## config.mk

```make
export PLATFORM = sky130hd
export DESIGN_NAME = adder_arbiter
export DESIGN_NICKNAME = d
export VERILOG_FILES = /design/src/rtl/adder_arbiter.sv
export SDC_FILE = /design/constraint.sdc
export NUM_CORES = 1
export LEC_CHECK = 0
export ABC_AREA = 1
export ABC_CLOCK_PERIOD_IN_PS = 5600
export BUFFER_PORTS_ARGS = -buffer_cell sky130_fd_sc_hd__buf_2
export CELL_PAD_IN_SITES_DETAIL_PLACEMENT = 0
export CELL_PAD_IN_SITES_GLOBAL_PLACEMENT = 1
export CORE_UTILIZATION = 34
export CTS_BUF_LIST = sky130_fd_sc_hd__clkbuf_4
export DETAILED_ROUTE_END_ITERATION = 8
export GPL_TIMING_DRIVEN = 0
export PLACE_DENSITY = 0.95
export RECOVER_POWER = 50
export SETUP_SLACK_MARGIN = 0.05
export SLEW_MARGIN = 20
export SYNTH_ARGS = -nofsm -noshare
export SYNTH_HDL_FRONTEND = slang
export SYNTH_SLANG_ARGS = --single-unit
```

## constraint.sdc

```tcl
create_clock -name CLK -period 5.6 [get_ports CLK]
set_input_delay 0.84 -clock CLK [delete_from_list [all_inputs] [get_ports CLK]]
set_output_delay 0.84 -clock CLK [all_outputs]
set_load 0.01 [all_outputs]
```

## src/rtl/adder_arbiter.sv

```systemverilog
// Two-requester arbiter in front of one shared, handshaked adder; all outputs registered.
// Define ADDER_ARB_RR_EN for round-robin on contention; the default build gives R0 fixed priority.
module adder_arbiter #(
  parameter int W = 25
) (
  input  logic         CLK,
  input  logic         RSTK,
  input  logic         R0_valid,
  input  logic         R1_valid,
  input  logic [W-1:0] R0_datain1,
  input  logic [W-1:0] R0_datain2,
  input  logic [W-1:0] R1_datain1,
  input  logic [W-1:0] R1_datain2,
  output logic         R0_ack,
  output logic         R1_ack,
  output logic [W-1:0] R_dataout,
  output logic         R_carryout,
  output logic         ADD_valid,
  output logic [W-1:0] ADD_datain1,
  output logic [W-1:0] ADD_datain2,
  input  logic [W-1:0] ADD_dataout,
  input  logic         ADD_carryout,
  input  logic         ADD_ack,
  output logic [1:0]   grant,
  output logic         busy
);

  typedef enum logic [1:0] {
    ARB_IDLE    = 2'd0,
    ARB_ISSUE   = 2'd1,
    ARB_RESP    = 2'd2,
    ARB_RELEASE = 2'd3
  } arb_state_e;

  arb_state_e   state_r;
  arb_state_e   state_nxt_s;
  logic         pick_r1_s;
  logic         granted_valid_s;
  logic [1:0]   grant_nxt_s;
  logic         busy_nxt_s;
  logic         r0_ack_nxt_s;
  logic         r1_ack_nxt_s;
  logic         add_valid_nxt_s;
  logic [W-1:0] add_d1_nxt_s;
  logic [W-1:0] add_d2_nxt_s;
  logic [W-1:0] r_data_nxt_s;
  logic         r_carry_nxt_s;

`ifdef ADDER_ARB_RR_EN
  // last_grant_r = 1 names R1 as the most recent owner
  logic         last_grant_r;
  logic         last_grant_nxt_s;
`endif

  // Winner selection for the IDLE sample
  always_comb begin
    if (R0_valid && R1_valid) begin
`ifdef ADDER_ARB_RR_EN
      pick_r1_s = ~last_grant_r;
`else
      pick_r1_s = 1'b0;
`endif
    end else begin
      pick_r1_s = R1_valid;
    end
  end

  assign granted_valid_s = (grant[0] & R0_valid) | (grant[1] & R1_valid);

  // Next-state and next-output logic
  always_comb begin
    state_nxt_s     = state_r;
    grant_nxt_s     = grant;
    r0_ack_nxt_s    = 1'b0;
    r1_ack_nxt_s    = 1'b0;
    add_valid_nxt_s = 1'b0;
    add_d1_nxt_s    = {W{1'b0}};
    add_d2_nxt_s    = {W{1'b0}};
    r_data_nxt_s    = R_dataout;
    r_carry_nxt_s   = R_carryout;
`ifdef ADDER_ARB_RR_EN
    last_grant_nxt_s = last_grant_r;
`endif
    case (state_r)
      ARB_IDLE: begin
        if (R0_valid || R1_valid) begin
          state_nxt_s     = ARB_ISSUE;
          grant_nxt_s     = pick_r1_s ? 2'b10 : 2'b01;
          add_valid_nxt_s = 1'b1;
          add_d1_nxt_s    = pick_r1_s ? R1_datain1 : R0_datain1;
          add_d2_nxt_s    = pick_r1_s ? R1_datain2 : R0_datain2;
        end else begin
          grant_nxt_s = 2'b00;
        end
      end
      ARB_ISSUE: begin
        if (ADD_ack) begin
          state_nxt_s   = ARB_RESP;
          r_data_nxt_s  = ADD_dataout;
          r_carry_nxt_s = ADD_carryout;
          r0_ack_nxt_s  = grant[0];
          r1_ack_nxt_s  = grant[1];
        end else begin
          // operands stay latched in the output registers until the adder answers
          add_valid_nxt_s = 1'b1;
          add_d1_nxt_s    = ADD_datain1;
          add_d2_nxt_s    = ADD_datain2;
        end
      end
      ARB_RESP: begin
        state_nxt_s = ARB_RELEASE;
      end
      ARB_RELEASE: begin
        if (!granted_valid_s && !ADD_ack) begin
          state_nxt_s = ARB_IDLE;
          grant_nxt_s = 2'b00;
`ifdef ADDER_ARB_RR_EN
          last_grant_nxt_s = grant[1];
`endif
        end else begin
          state_nxt_s = ARB_RELEASE;
        end
      end
      default: begin
        state_nxt_s = ARB_IDLE;
        grant_nxt_s = 2'b00;
      end
    endcase
    busy_nxt_s = (state_nxt_s != ARB_IDLE);
  end

  // State register and registered outputs
  always_ff @(posedge CLK or posedge RSTK) begin
    if (RSTK) begin
      state_r     <= ARB_IDLE;
      grant       <= 2'b00;
      busy        <= 1'b0;
      R0_ack      <= 1'b0;
      R1_ack      <= 1'b0;
      ADD_valid   <= 1'b0;
      ADD_datain1 <= {W{1'b0}};
      ADD_datain2 <= {W{1'b0}};
      R_dataout   <= {W{1'b0}};
      R_carryout  <= 1'b0;
    end else begin
      state_r     <= state_nxt_s;
      grant       <= grant_nxt_s;
      busy        <= busy_nxt_s;
      R0_ack      <= r0_ack_nxt_s;
      R1_ack      <= r1_ack_nxt_s;
      ADD_valid   <= add_valid_nxt_s;
      ADD_datain1 <= add_d1_nxt_s;
      ADD_datain2 <= add_d2_nxt_s;
      R_dataout   <= r_data_nxt_s;
      R_carryout  <= r_carry_nxt_s;
    end
  end

`ifdef ADDER_ARB_RR_EN
  // Round-robin history; reset names R1 so R0 wins the first contention
  always_ff @(posedge CLK or posedge RSTK) begin
    if (RSTK) begin
      last_grant_r <= 1'b1;
    end else begin
      last_grant_r <= last_grant_nxt_s;
    end
  end
`endif

endmodule

```

---- Word-level counts from Yosys, hierarchy flattened ----
Cells that the tools add are included.
storage, ports and cells
  output and inout port bits .............. 82
  bits in registers ....................... 84
  logic and storage cells ................. 51
operators by class
  eq/ne operators ......................... 5
  muxes and demuxes ....................... 23
  bitwise logic cells ..................... 3
  reductions and logical operators ........ 10
operators by type and width
  kind                  count
  $mux W25              5
  $pmux W25 S2          2
  $mux W2               6
  $pmux W2 S4           1
  $mux W1               7
  $eq A2 B2 Y1 const B  2
  $ne A2 B2 Y1 const B  2
  $pmux W2 S2           1
  $reduce_and A2 Y1     2
  $reduce_bool A2 Y1    2
  $and A1 B1 Y1         2
  $eq A2 B1 Y1 const B  1
  $logic_and A1 B1 Y1   2
  $logic_not A1 Y1      2
  $logic_not A2 Y1      1
  $pmux W1 S2           1
  $logic_or A1 B1 Y1    1
  $or A1 B1 Y1          1

---- Logic depth before layout (Yosys ltp) ----
Gate-level depths: netlist of run 1.
  depth in word-level cells ............... 7
  mapped depth ............................ 7
  gate-level depth less buffers ........... 6

---- Worst setup path before layout of run 1 ----
OpenSTA, ideal clock, no wires.
  path kind ............................... input -> register
  start ................................... in R0_valid
  end ..................................... reg ADD_datain2[0]
  buffers on the path ..................... 2
  arrival time ............................ 1.538 ns
  cell stages on the path ................. 7
  library setup time ...................... 0.069 ns
  setup slack ............................. 3.992 ns
  cells stage by stage .................... buf_2 -> inv_1 -> nand2_1 -> nor2_4 -> buf_2 -> nand2_1 -> nand3_1
between the ends
  cells in the longest elaborated chain, start to end .. 5
  elaborated cells on any way between the ends .. 6
ends and longest elaborated chain
  what                  RTL line  RTL
  from (decl)           8         input logic R0_valid,
  $logic_and A1 B1 Y1   57        if (R0_valid && R1_valid) begin
  $mux W1               57
  $mux W25              91        add_d2_nxt_s = pick_r1_s ? R1_datain2 : R0_datain2;
  $mux W25 (*)          86        if (R0_valid || R1_valid) begin
  $pmux W25 S2 (*)      84        case (state_r)
  to (signal assigned)  142       ADD_datain2 <= {W{1'b0}};
  to (signal assigned)  153       ADD_datain2 <= add_d2_nxt_s;
  to (decl)             20        output logic [W-1:0] ADD_datain2,
Every way passes the cells marked *; elsewhere a longest branch is shown, timed or not.
A chain may end at the register's enable or synchronous reset.

---- Worst setup path after layout of run 1 ----
  start ................................... reg state_r[0]
  end ..................................... reg ADD_datain2[20]
between the ends
  cells in the longest elaborated chain, start to end .. 2
  elaborated cells on any way between the ends .. 4
ends and longest elaborated chain
  what                                                     RTL line  RTL
  from (decl)                                              35        arb_state_e state_r;
  from (signal assigned)                                   146       state_r <= state_nxt_s;
  $eq A2 B1 Y1 / $logic_not A2 Y1 (equally long branches)  84
  $pmux W25 S2 / $ne A2 B2 Y1 (equally long branches)      --
Parallel ways exist; a longest one is shown, timed or not.

==> flow_metrics.py, run 1 <==
metrics = {
    "die": {
        "core_sq_um": 10300,
        "die_area_sq_um": 11100,
        "die_x_um": 105,
        "fp.dieH_um": 105,
        "pin_count": 213,
        "start_util_pct": 35.1,
        "std_cell_rows": 37,
    },
    "run_status": {
        "status": "complete, no violations",
    },
    "finish": {
        "n_antenna_cell": 0,
        "drive_above_1_share_pct": 37.3,
        "nets": 781,
        "syn_to_final_growth_pct": 37.9,
        "final_common_cell": "buf_2",
        "final_cell_mix": "buf_2, nand2_1, nand3_1, dfrtp_1, clkbuf_1",
        "finish.instance_area_sq_um": 5000,
        "final_util_pct": 48.4,
    },
    "setup_path": {
        "endpoint_kind": "register",
        "crit_path_start_kind": "register",
        "r2r_cells": 6,
        "required_ps": 5970,
        "regToRegStartpoint": "state_r[0]",
        "cp_data_arrival_time_ps": 2700,
        "worst-setup-path-type": "register to register",
        "path_max_fanout": 10,
        "cp-startpoint": "state_r[0]",
    },
    "route": {
        "ant_nets": 0,
        "drt-vias-per-instance": 4.80,
        "totalWireLength_mm": 10.7,
        "vias": 3795,
        "drc": 0,
        "wire_per_inst_um": 13.5,
        "drt_iter0_drc": 232,
        "dr.pass1.iters": 4,
    },
    "timing": {
        "fin_skew_ps": 18.9,
        "min_period_ps": 2330,
        "timing.final.crit_share_pct": 41.7,
        "drv_slew": 0,
        "rsz0062_at_grt": "false",
        "maxSlewHeadroom_pct": 12.7,
        "setup_viol": 0,
        "max_freq_ghz": 0.429,
        "tns_ps": 0,
        "worst_slew_pin_slew_ps": 1300,
        "hold_viol": 0,
    },
    "run": {
        "cap_violations": 0,
    },
    "power": {
        "leakage_nw": 2.90,
        "max-vdd-ir-drop_mv": 0.180,
        "totalPowerFinal_mw": 2.14,
        "power.density_nw_per_um2": 428,
    },
    "clock_network": {
        "cts_buffers": 9,
        "root_buffer": "clkbuf_4",
        "cts-resized-gates": 0,
        "htreeDepth": 3,
        "clock_latency_ps": 420,
        "clkTransAtPathRegs_ps": 150,
        "hold_buffers": 0,
        "cts.sinks": 84,
        "cts_tree": "done",
        "cts_setup_buffers": 0,
        "clockBufferDepth": 2,
    },
    "grt": {
        "grt_pass1_wl_mm": 17.4,
        "grt_start_max_net_pins": 58,
        "antenna_found_initial": 0,
        "grt_use_total_pct": 19.6,
        "grt_pass1_vias": 3671,
        "grt_overflow": 0,
    },
    "logic_synthesis": {
        "yosys.area.top_type_share_pct": 58.0,
        "synth.net_count": 558,
        "yosysUniqueCellTypes": 14,
        "avgSynthCellArea_sq_um": 8.49,
        "ys_seq_area_share_pct": 58.0,
        "postSynthCellCount": 427,
        "synth_warnings": 0,
        "yosys.area.top_type": "dfrtp_1",
        "ys_ff_latch": 84,
        "ys_top_cells_by_area": "dfrtp_1, nand3_1, nand2_1",
        "synth_area_sq_um": 3620,
    },
    "placed_design": {
        "hpwl_mm": 8.12,
        "placed_cell_area_sq_um": 4880,
        "gp_congestion": 0.776,
        "port_buffers": 211,
    },
    "min_path": {
        "hold_depth": 2,
        "hp-class": "register to register",
        "hold_start": "R_dataout[24]",
    },
}
worst max-delay path: stages, from the launching register on:
cell      delay, ps
dfrtp_1         440
nor2_1          560
clkinv_1        230
nor2_1          420
clkbuf_1        420
nand2_1         120
nand3_1         100
stage by stage:
step | std cells | hold WS, ps | setup slack (ps)
after floorplan | 427 | 506 | 2590
after global placement | 774 | 448 | 1590
after detailed placement | 775 | 455 | 3700
after CTS | 791 | 361 | 3700
after global routing | 791 | 505 | 3040
final | 791 | 485 | 3270
worst paths after layout:
check,to,slack [ps]
setup / recovery,ADD_datain2[20],3270
hold / removal,R_dataout[24],490
setup reg to reg,ADD_datain2[20],3270
hold reg to reg,R_dataout[24],490
max in group asynchronous,grant[1],4100
min in group asynchronous,ADD_datain1[2],670
routing by layer:
layer / vias to the layer above / track usage [%] / part of all wire, %
met2: 156 / 33.6 / 49
li1: 1837 / - / -
met4: 0 / 7.04 / 1.8
met1: 1781 / 24.5 / 43
met3: 21 / 3.77 / 6.3
met5: - / 0 / 0
cell usage after synthesis:
| cell | count |
|---|---|
| buf_6 | 2 |
| nor2_1 | 3 |
| buf_2 | 14 |
| nand2_4 | 1 |
| inv_1 | 7 |
| nand3_1 | 129 |
| clkbuf_1 | 10 |
| buf_4 | 3 |
| nor2_4 | 2 |
| inv_2 | 3 |
| nand2_1 | 166 |
| dfrtp_1 | 84 |
| nand4_1 | 2 |
| o21ai_0 | 1 |
sequential cells by signal, summed over array words and instances, names as in the netlist:
signal	count
ADD_datain1	25
ADD_datain2	25
ADD_valid	1
R0_ack	1
R1_ack	1
R_carryout	1
R_dataout	25
busy	1
grant	2
state_r	2
final cells by class:
| type | instances | area, sq um |
|---|---|---|
| clock buffers | 9 | 67.6 |
| fillers | 1052 | 5330 |
| plain buffers | 29 | 130 |
| flip-flops and latches | 84 | 2100 |
| inverters | 10 | 38.8 |
| multi-input cells | 304 | 1310 |
| repair buffers | 212 | 1080 |
| clock inverters | 7 | 96.3 |
| well taps | 136 | 170 |
cells by family (layout without fill, tap and decap cells):
logic type	Yosys count	count (layout)	synth area share (%)
compound gates	1	1	0.138
buf+inv	39	267	5.25
flops	84	84	58.0
simple gates	303	303	36.6
power breakdown:
| group | switching [mW] | total (mW) | leakage, nW | internal, mW |
|---|---|---|---|---|
| Combinational | 0.509 | 0.820 | 1.71 | 0.311 |
| Clock | 0.216 | 0.401 | 0.0911 | 0.185 |
| Sequential | 0.114 | 0.921 | 1.10 | 0.806 |
| Total | 0.840 | 2.14 | 2.90 | 1.30 |
Note: power is estimated with default switching activity, not from simulation.
==> run 2: changes to the inputs <==
--- a/config.mk
+++ b/config.mk
@@ -6,15 +6,15 @@
 export NUM_CORES = 1
 export LEC_CHECK = 0
 export ABC_AREA = 1
-export ABC_CLOCK_PERIOD_IN_PS = 5600
+export ABC_CLOCK_PERIOD_IN_PS = 1900
 export BUFFER_PORTS_ARGS = -buffer_cell sky130_fd_sc_hd__buf_2
 export CELL_PAD_IN_SITES_DETAIL_PLACEMENT = 0
 export CELL_PAD_IN_SITES_GLOBAL_PLACEMENT = 1
-export CORE_UTILIZATION = 34
+export CORE_UTILIZATION = 28
 export CTS_BUF_LIST = sky130_fd_sc_hd__clkbuf_4
 export DETAILED_ROUTE_END_ITERATION = 8
 export GPL_TIMING_DRIVEN = 0
-export PLACE_DENSITY = 0.95
+export PLACE_DENSITY = 0.84
 export RECOVER_POWER = 50
 export SETUP_SLACK_MARGIN = 0.05
 export SLEW_MARGIN = 20
==> constraint.sdc (replaced) <==
create_clock -name CLK -period 1.9 [get_ports CLK]
set_input_delay 0.285 -clock CLK [delete_from_list [all_inputs] [get_ports CLK]]
set_output_delay 0.285 -clock CLK [all_outputs]
set_load 0.01 [all_outputs]
==> run 2 against run 1 <==
Global-route usage shrank 2.3 points. Total power grew to 2.8 times the previous value. Hold slack lost 450 ps. Largest cell class unchanged. Die area up 21%. Highest routed layer unchanged. Core utilization fell by 7.3 points. Flip-flop and latch count did not move. Via count is 0.84% higher. Sequential power rose to 2.9 times the previous value. Critical path type unchanged. Routed wire length up 7.8%. Clock power rose by 130%.
==> flow_metrics.py, run 2 (synthesized netlist as in run 1, its figures left out) <==
metrics = {
    "run_status": {
        "status": "complete, no violations",
    },
    "timing": {
        "hold-worst-slack_ps": 37.6,
        "worst_slew_pin_slew_ps": 850,
        "setup_viol": 0,
        "min_period_ps": 1580,
        "timing.final.crit_share_pct": 83.1,
        "tns_ps": 0,
        "fin_skew_ps": 25.6,
        "setup_ws_ps": 321,
        "hold_viol": 0,
        "max_freq_ghz": 0.633,
        "drv_slew": 0,
        "maxSlewHeadroom_pct": 43.3,
        "rsz0062_at_grt": "false",
    },
    "grt": {
        "grt_start_max_net_pins": 33,
        "grt_overflow": 0,
        "grt_pass1_wl_mm": 17.6,
        "grt_pass1_vias": 3558,
        "antenna_found_initial": 1,
        "grt_use_total_pct": 17.3,
    },
    "route": {
        "drt_iter0_drc": 152,
        "drc": 0,
        "ant_nets": 0,
        "drt-vias-per-instance": 4.51,
        "dr.pass1.iters": 6,
        "wire_per_inst_um": 13.6,
        "totalWireLength_mm": 11.5,
        "vias": 3827,
    },
    "clock_network": {
        "htreeDepth": 3,
        "cts_tree": "done",
        "cts_setup_buffers": 0,
        "clkTransAtPathRegs_ps": 140,
        "cts.sinks": 84,
        "hold_buffers": 16,
        "clock_latency_ps": 460,
        "clockBufferDepth": 2,
        "root_buffer": "clkbuf_4",
        "cts_buffers": 9,
        "cts-resized-gates": 0,
    },
    "power": {
        "max-vdd-ir-drop_mv": 0.433,
        "power.density_nw_per_um2": 1170,
        "leakage_nw": 2.88,
        "totalPowerFinal_mw": 6.10,
    },
    "finish": {
        "top_regs": "ADD_datain1 (25), ADD_datain2 (25), R_dataout (25)",
        "syn_to_final_growth_pct": 43.3,
        "final_common_cell": "buf_2",
        "final_cell_mix": "buf_2, nand2_1, nand3_1, dfrtp_1, clkbuf_1",
        "nets": 802,
        "drive_above_1_share_pct": 33.4,
    },
    "die": {
        "fp.dieH_um": 116,
        "start_util_pct": 28.7,
        "core_sq_um": 12600,
        "die_x_um": 116,
        "die_area_sq_um": 13400,
        "pin_count": 213,
        "std_cell_rows": 41,
    },
    "placed_design": {
        "port_buffers": 211,
        "hpwl_mm": 8.47,
        "dpl_worst_slack_ps": 288,
        "gp_congestion": 0.784,
    },
    "min_path": {
        "hp-class": "primary input to register",
    },
    "setup_path": {
        "cp_data_arrival_time_ps": 1950,
        "crit_path_start_kind": "register",
        "worst-setup-path-type": "register to register",
        "endpoint_kind": "register",
        "required_ps": 2270,
        "path_max_fanout": 10,
    },
    "run": {
        "cap_violations": 0,
    },
}
==> run 2: changes by cell type in the layout (fill, tap and decap cells not counted), moves of 2 or more <==
cell	delta
buf_2	-25
bufinv_16	-2
clkbuf_1	+22
clkbuf_2	+3
clkinvlp_4	+3
dlygate4sd3_1	+19
nor2_1	-2
nor2_4	+2
==> run 2: worst paths after layout <==
check | endpoint | depth (start not counted) | start | slack, ps
worst min-delay path | ADD_datain1[2] | 3 | R1_datain1[2] | 40
worst max register to register | R_dataout[20] | 7 | state_r[0] | 320
worst max-delay path | R_dataout[20] | 7 | state_r[0] | 320
worst min register to register | R_dataout[18] | 2 | R_dataout[18] | 480
max in group asynchronous | R_dataout[24] | 5 | RSTK | 610
min in group asynchronous | ADD_datain2[7] | 4 | RSTK | 650
==> run 2: routing by layer <==
| layer | up-vias | track usage, % | wire [um] |
|---|---|---|---|
| met1 | 1756 | 21.1 | 5000 |
| met4 | 0 | 6.50 | 187 |
| met3 | 21 | 5.18 | 898 |
| met2 | 168 | 28.7 | 5440 |
| li1 | 1882 | - | - |
| met5 | - | 0 | 0 |
==> run 2: per-stage QoR <==
| step | cell area, sq um | util [%] | instances |
|---|---|---|---|
| after floorplan | 3630 | - | 427 |
| after global placement | 4900 | 38.8 | 810 |
| after detailed placement | 4970 | 39.4 | 813 |
| after CTS | 5240 | 41.5 | 845 |
| after global routing | 5190 | 41.2 | 849 |
| final | 5190 | 41.2 | 849 |
==> run 2: layout make-up <==
class,count,area [sq um]
fillers,1321,7430
flip-flops and latches,84,2100
multi-input cells,304,1320
repair buffers,233,1250
well taps,172,215
plain buffers,29,146
clock buffers,9,67.6
clock inverters,7,48.8
inverters,10,38.8
diodes,1,2.50
==> run 2: power by group <==
part	internal (mW)	leakage (nW)	switching, mW
Combinational	0.919	1.72	1.53
Clock	0.270	0.0564	0.668
Sequential	2.38	1.10	0.336
==> run 2: critical path, stage by stage, from the launching register on <==
cell      delay (ps)
dfrtp_1          460
inv_1             60
nor2_1           120
buf_4            190
nand2_1          240
clkbuf_2         300
nand2_1          100
nand2_1           50
==> run 3: changes to the inputs <==
--- a/config.mk
+++ b/config.mk
@@ -6,15 +6,15 @@
 export NUM_CORES = 1
 export LEC_CHECK = 0
 export ABC_AREA = 1
-export ABC_CLOCK_PERIOD_IN_PS = 1900
+export ABC_CLOCK_PERIOD_IN_PS = 1510
 export BUFFER_PORTS_ARGS = -buffer_cell sky130_fd_sc_hd__buf_2
 export CELL_PAD_IN_SITES_DETAIL_PLACEMENT = 0
 export CELL_PAD_IN_SITES_GLOBAL_PLACEMENT = 1
-export CORE_UTILIZATION = 28
+export CORE_UTILIZATION = 31
 export CTS_BUF_LIST = sky130_fd_sc_hd__clkbuf_4
 export DETAILED_ROUTE_END_ITERATION = 8
 export GPL_TIMING_DRIVEN = 0
-export PLACE_DENSITY = 0.84
+export PLACE_DENSITY = 0.88
 export RECOVER_POWER = 50
 export SETUP_SLACK_MARGIN = 0.05
 export SLEW_MARGIN = 20
==> constraint.sdc (replaced) <==
create_clock -name CLK -period 1.51 [get_ports CLK]
set_input_delay 0.2265 -clock CLK [delete_from_list [all_inputs] [get_ports CLK]]
set_output_delay 0.2265 -clock CLK [all_outputs]
set_load 0.01 [all_outputs]
==> run 3 against run 2 <==
Fmax increased by 19%. Clock-buffer cell count increased by 1. Critical path type unchanged. Total power increased by 28%. Non-clock buffer count increased by 44.
==> flow_metrics.py, run 3 (synthesized netlist as in run 1, its figures left out) <==
metrics = {
    "run_status": {
        "status": "complete, no violations",
    },
    "power": {
        "p_int_mw": 4.63,
        "clock_power_share_pct": 14.2,
        "swShare_pct": 40.6,
        "power.density_nw_per_um2": 1390,
        "max-vdd-ir-drop_mv": 0.751,
        "combinationalPowerShare_pct": 41.7,
        "power.share.sequential_pct": 44.0,
        "leakage_nw": 3.06,
        "power_switching_mw": 3.16,
    },
    "timing": {
        "tns_ps": 0,
        "hold_viol": 0,
        "setup_viol": 0,
        "min_period_ps": 1330,
        "rsz0062_at_grt": "false",
        "hold-worst-slack_ps": 35.3,
        "timing.final.crit_share_pct": 88.2,
        "drv_slew": 0,
        "maxSlewHeadroom_pct": 58.3,
        "max_freq_ghz": 0.751,
        "fin_skew_ps": 7.16,
        "setup_ws_ps": 179,
        "worst_slew_pin_slew_ps": 624,
    },
    "setup_path": {
        "r2r_slack_ps": 180,
        "r2r_cells": 6,
        "regToRegStartpoint": "state_r[1]",
        "endpoint_kind": "register",
        "crit_path_start_kind": "register",
        "reg2reg_to": "ADD_datain1[5]",
        "cp_data_arrival_time_ps": 1690,
        "cp-startpoint": "state_r[1]",
        "path_max_fanout": 10,
        "worst-setup-path-type": "register to register",
        "required_ps": 1870,
    },
    "grt": {
        "grt_overflow": 0,
        "antenna_found_initial": 0,
        "grt_pass1_wl_mm": 17.8,
        "grt_use_total_pct": 19.1,
        "grt_start_max_net_pins": 34,
        "grt_pass1_vias": 3858,
    },
    "finish": {
        "final_common_cell": "buf_2",
        "n_antenna_cell": 0,
        "drive_above_1_share_pct": 31.4,
        "finish.instance_area_sq_um": 5610,
        "top_regs": "ADD_datain1 (25), ADD_datain2 (25), R_dataout (25)",
        "final_util_pct": 49.1,
        "final_cell_mix": "buf_2, nand2_1, nand3_1, dfrtp_1, dlygate4sd3_1",
        "nets": 846,
        "syn_to_final_growth_pct": 54.9,
    },
    "placed_design": {
        "hpwl_mm": 8.05,
        "placed_cell_area_sq_um": 4900,
        "gp_congestion": 0.733,
        "dpl_worst_slack_ps": -32.1,
        "port_buffers": 211,
    },
    "die": {
        "std_cell_rows": 39,
        "fp.dieH_um": 110,
        "pin_count": 213,
        "core_sq_um": 11400,
        "start_util_pct": 31.7,
        "die_area_sq_um": 12100,
        "die_x_um": 110,
    },
    "route": {
        "drt_iter0_drc": 171,
        "vias": 4020,
        "drt-vias-per-instance": 4.66,
        "dr.pass1.iters": 5,
        "ant_nets": 0,
        "wire_per_inst_um": 13.5,
        "totalWireLength_mm": 11.7,
        "drc": 0,
    },
    "clock_network": {
        "clkTransAtPathRegs_ps": 130,
        "cts_tree": "done",
        "clockBufferDepth": 2,
        "cts.sinks": 84,
        "htreeDepth": 3,
        "clock_latency_ps": 410,
        "root_buffer": "clkbuf_4",
        "cts_buffers": 9,
    },
    "min_path": {
        "whs_endpoint": "ADD_datain1[0]",
        "hold_depth": 3,
        "hold_start": "R1_datain1[0]",
        "hp-class": "primary input to register",
    },
    "run": {
        "cap_violations": 0,
    },
}
==> run 3: worst max-delay path by stage <==
stage               cells after the start  slack, ps              end
finish                                  6        180   ADD_datain1[5]
global route                            4         60   ADD_datain1[0]
CTS                                     5         70  ADD_datain2[23]
detailed placement                      6        -30   ADD_datain2[2]
global placement                        2       -290  ADD_datain2[23]
floorplan                               1        320   ADD_datain1[0]
==> run 3: through the flow <==
stage / std cells / total power, mW
2_1_floorplan: 427 / 5.21
3_3_place_gp: 781 / 6.52
3_5_place_dp: 783 / 6.61
4_1_cts: 863 / 7.90
5_1_grt: 863 / 8.46
6_report: 863 / 7.78
==> run 3: final cells by class <==
class / count / area (sq um)
Sequential cell: 84 / 2100
Buffer: 29 / 174
Clock buffer: 10 / 75.1
Timing Repair Buffer: 277 / 1680
Clock inverter: 6 / 31.3
Multi-Input combinational cell: 304 / 1330
Inverter: 10 / 41.3
Fill cell: 1112 / 5810
Tap cell: 143 / 179
==> run 3: power by group through the flow <==
stage          registers, mW  clock network [mW]  logic (mW)
3_5_place_dp            3.44                   0        3.17
2_1_floorplan           3.78                   0        1.42
6_report                3.43                1.11        3.25
5_1_grt                 3.53                1.26        3.67
3_3_place_gp            3.42                   0        3.10
4_1_cts                 3.41                1.17        3.33
==> run 3: repair_timing <==
| action | 4_1_cts | 5_1_grt |
|---|---|---|
| hold endpoints to repair | 87 | 0 |
| setup endpoints to repair | 50 | 51 |
| pin swaps | 1 | 0 |
| setup buffers | 2 | 0 |
| resized for setup | 0 | 17 |
| hold buffers | 62 | 0 |
==> run 3: worst max-delay path: stages (launching register included) <==
cell	delay (ps)
dfrtp_1	460
nor2_4	160
inv_2	70
nor2_4	180
clkbuf_4	250
nand2_1	70
nand3_1	100
==> run 3: metal layers <==
layer / global-route usage (%) / up-vias / wire [um]
li1: - / 1977 / -
met1: 22.3 / 1863 / 4920
met2: 34.2 / 164 / 5740
met3: 3.59 / 16 / 831
met4: 8.36 / 0 / 188
met5: 0 / - / 0
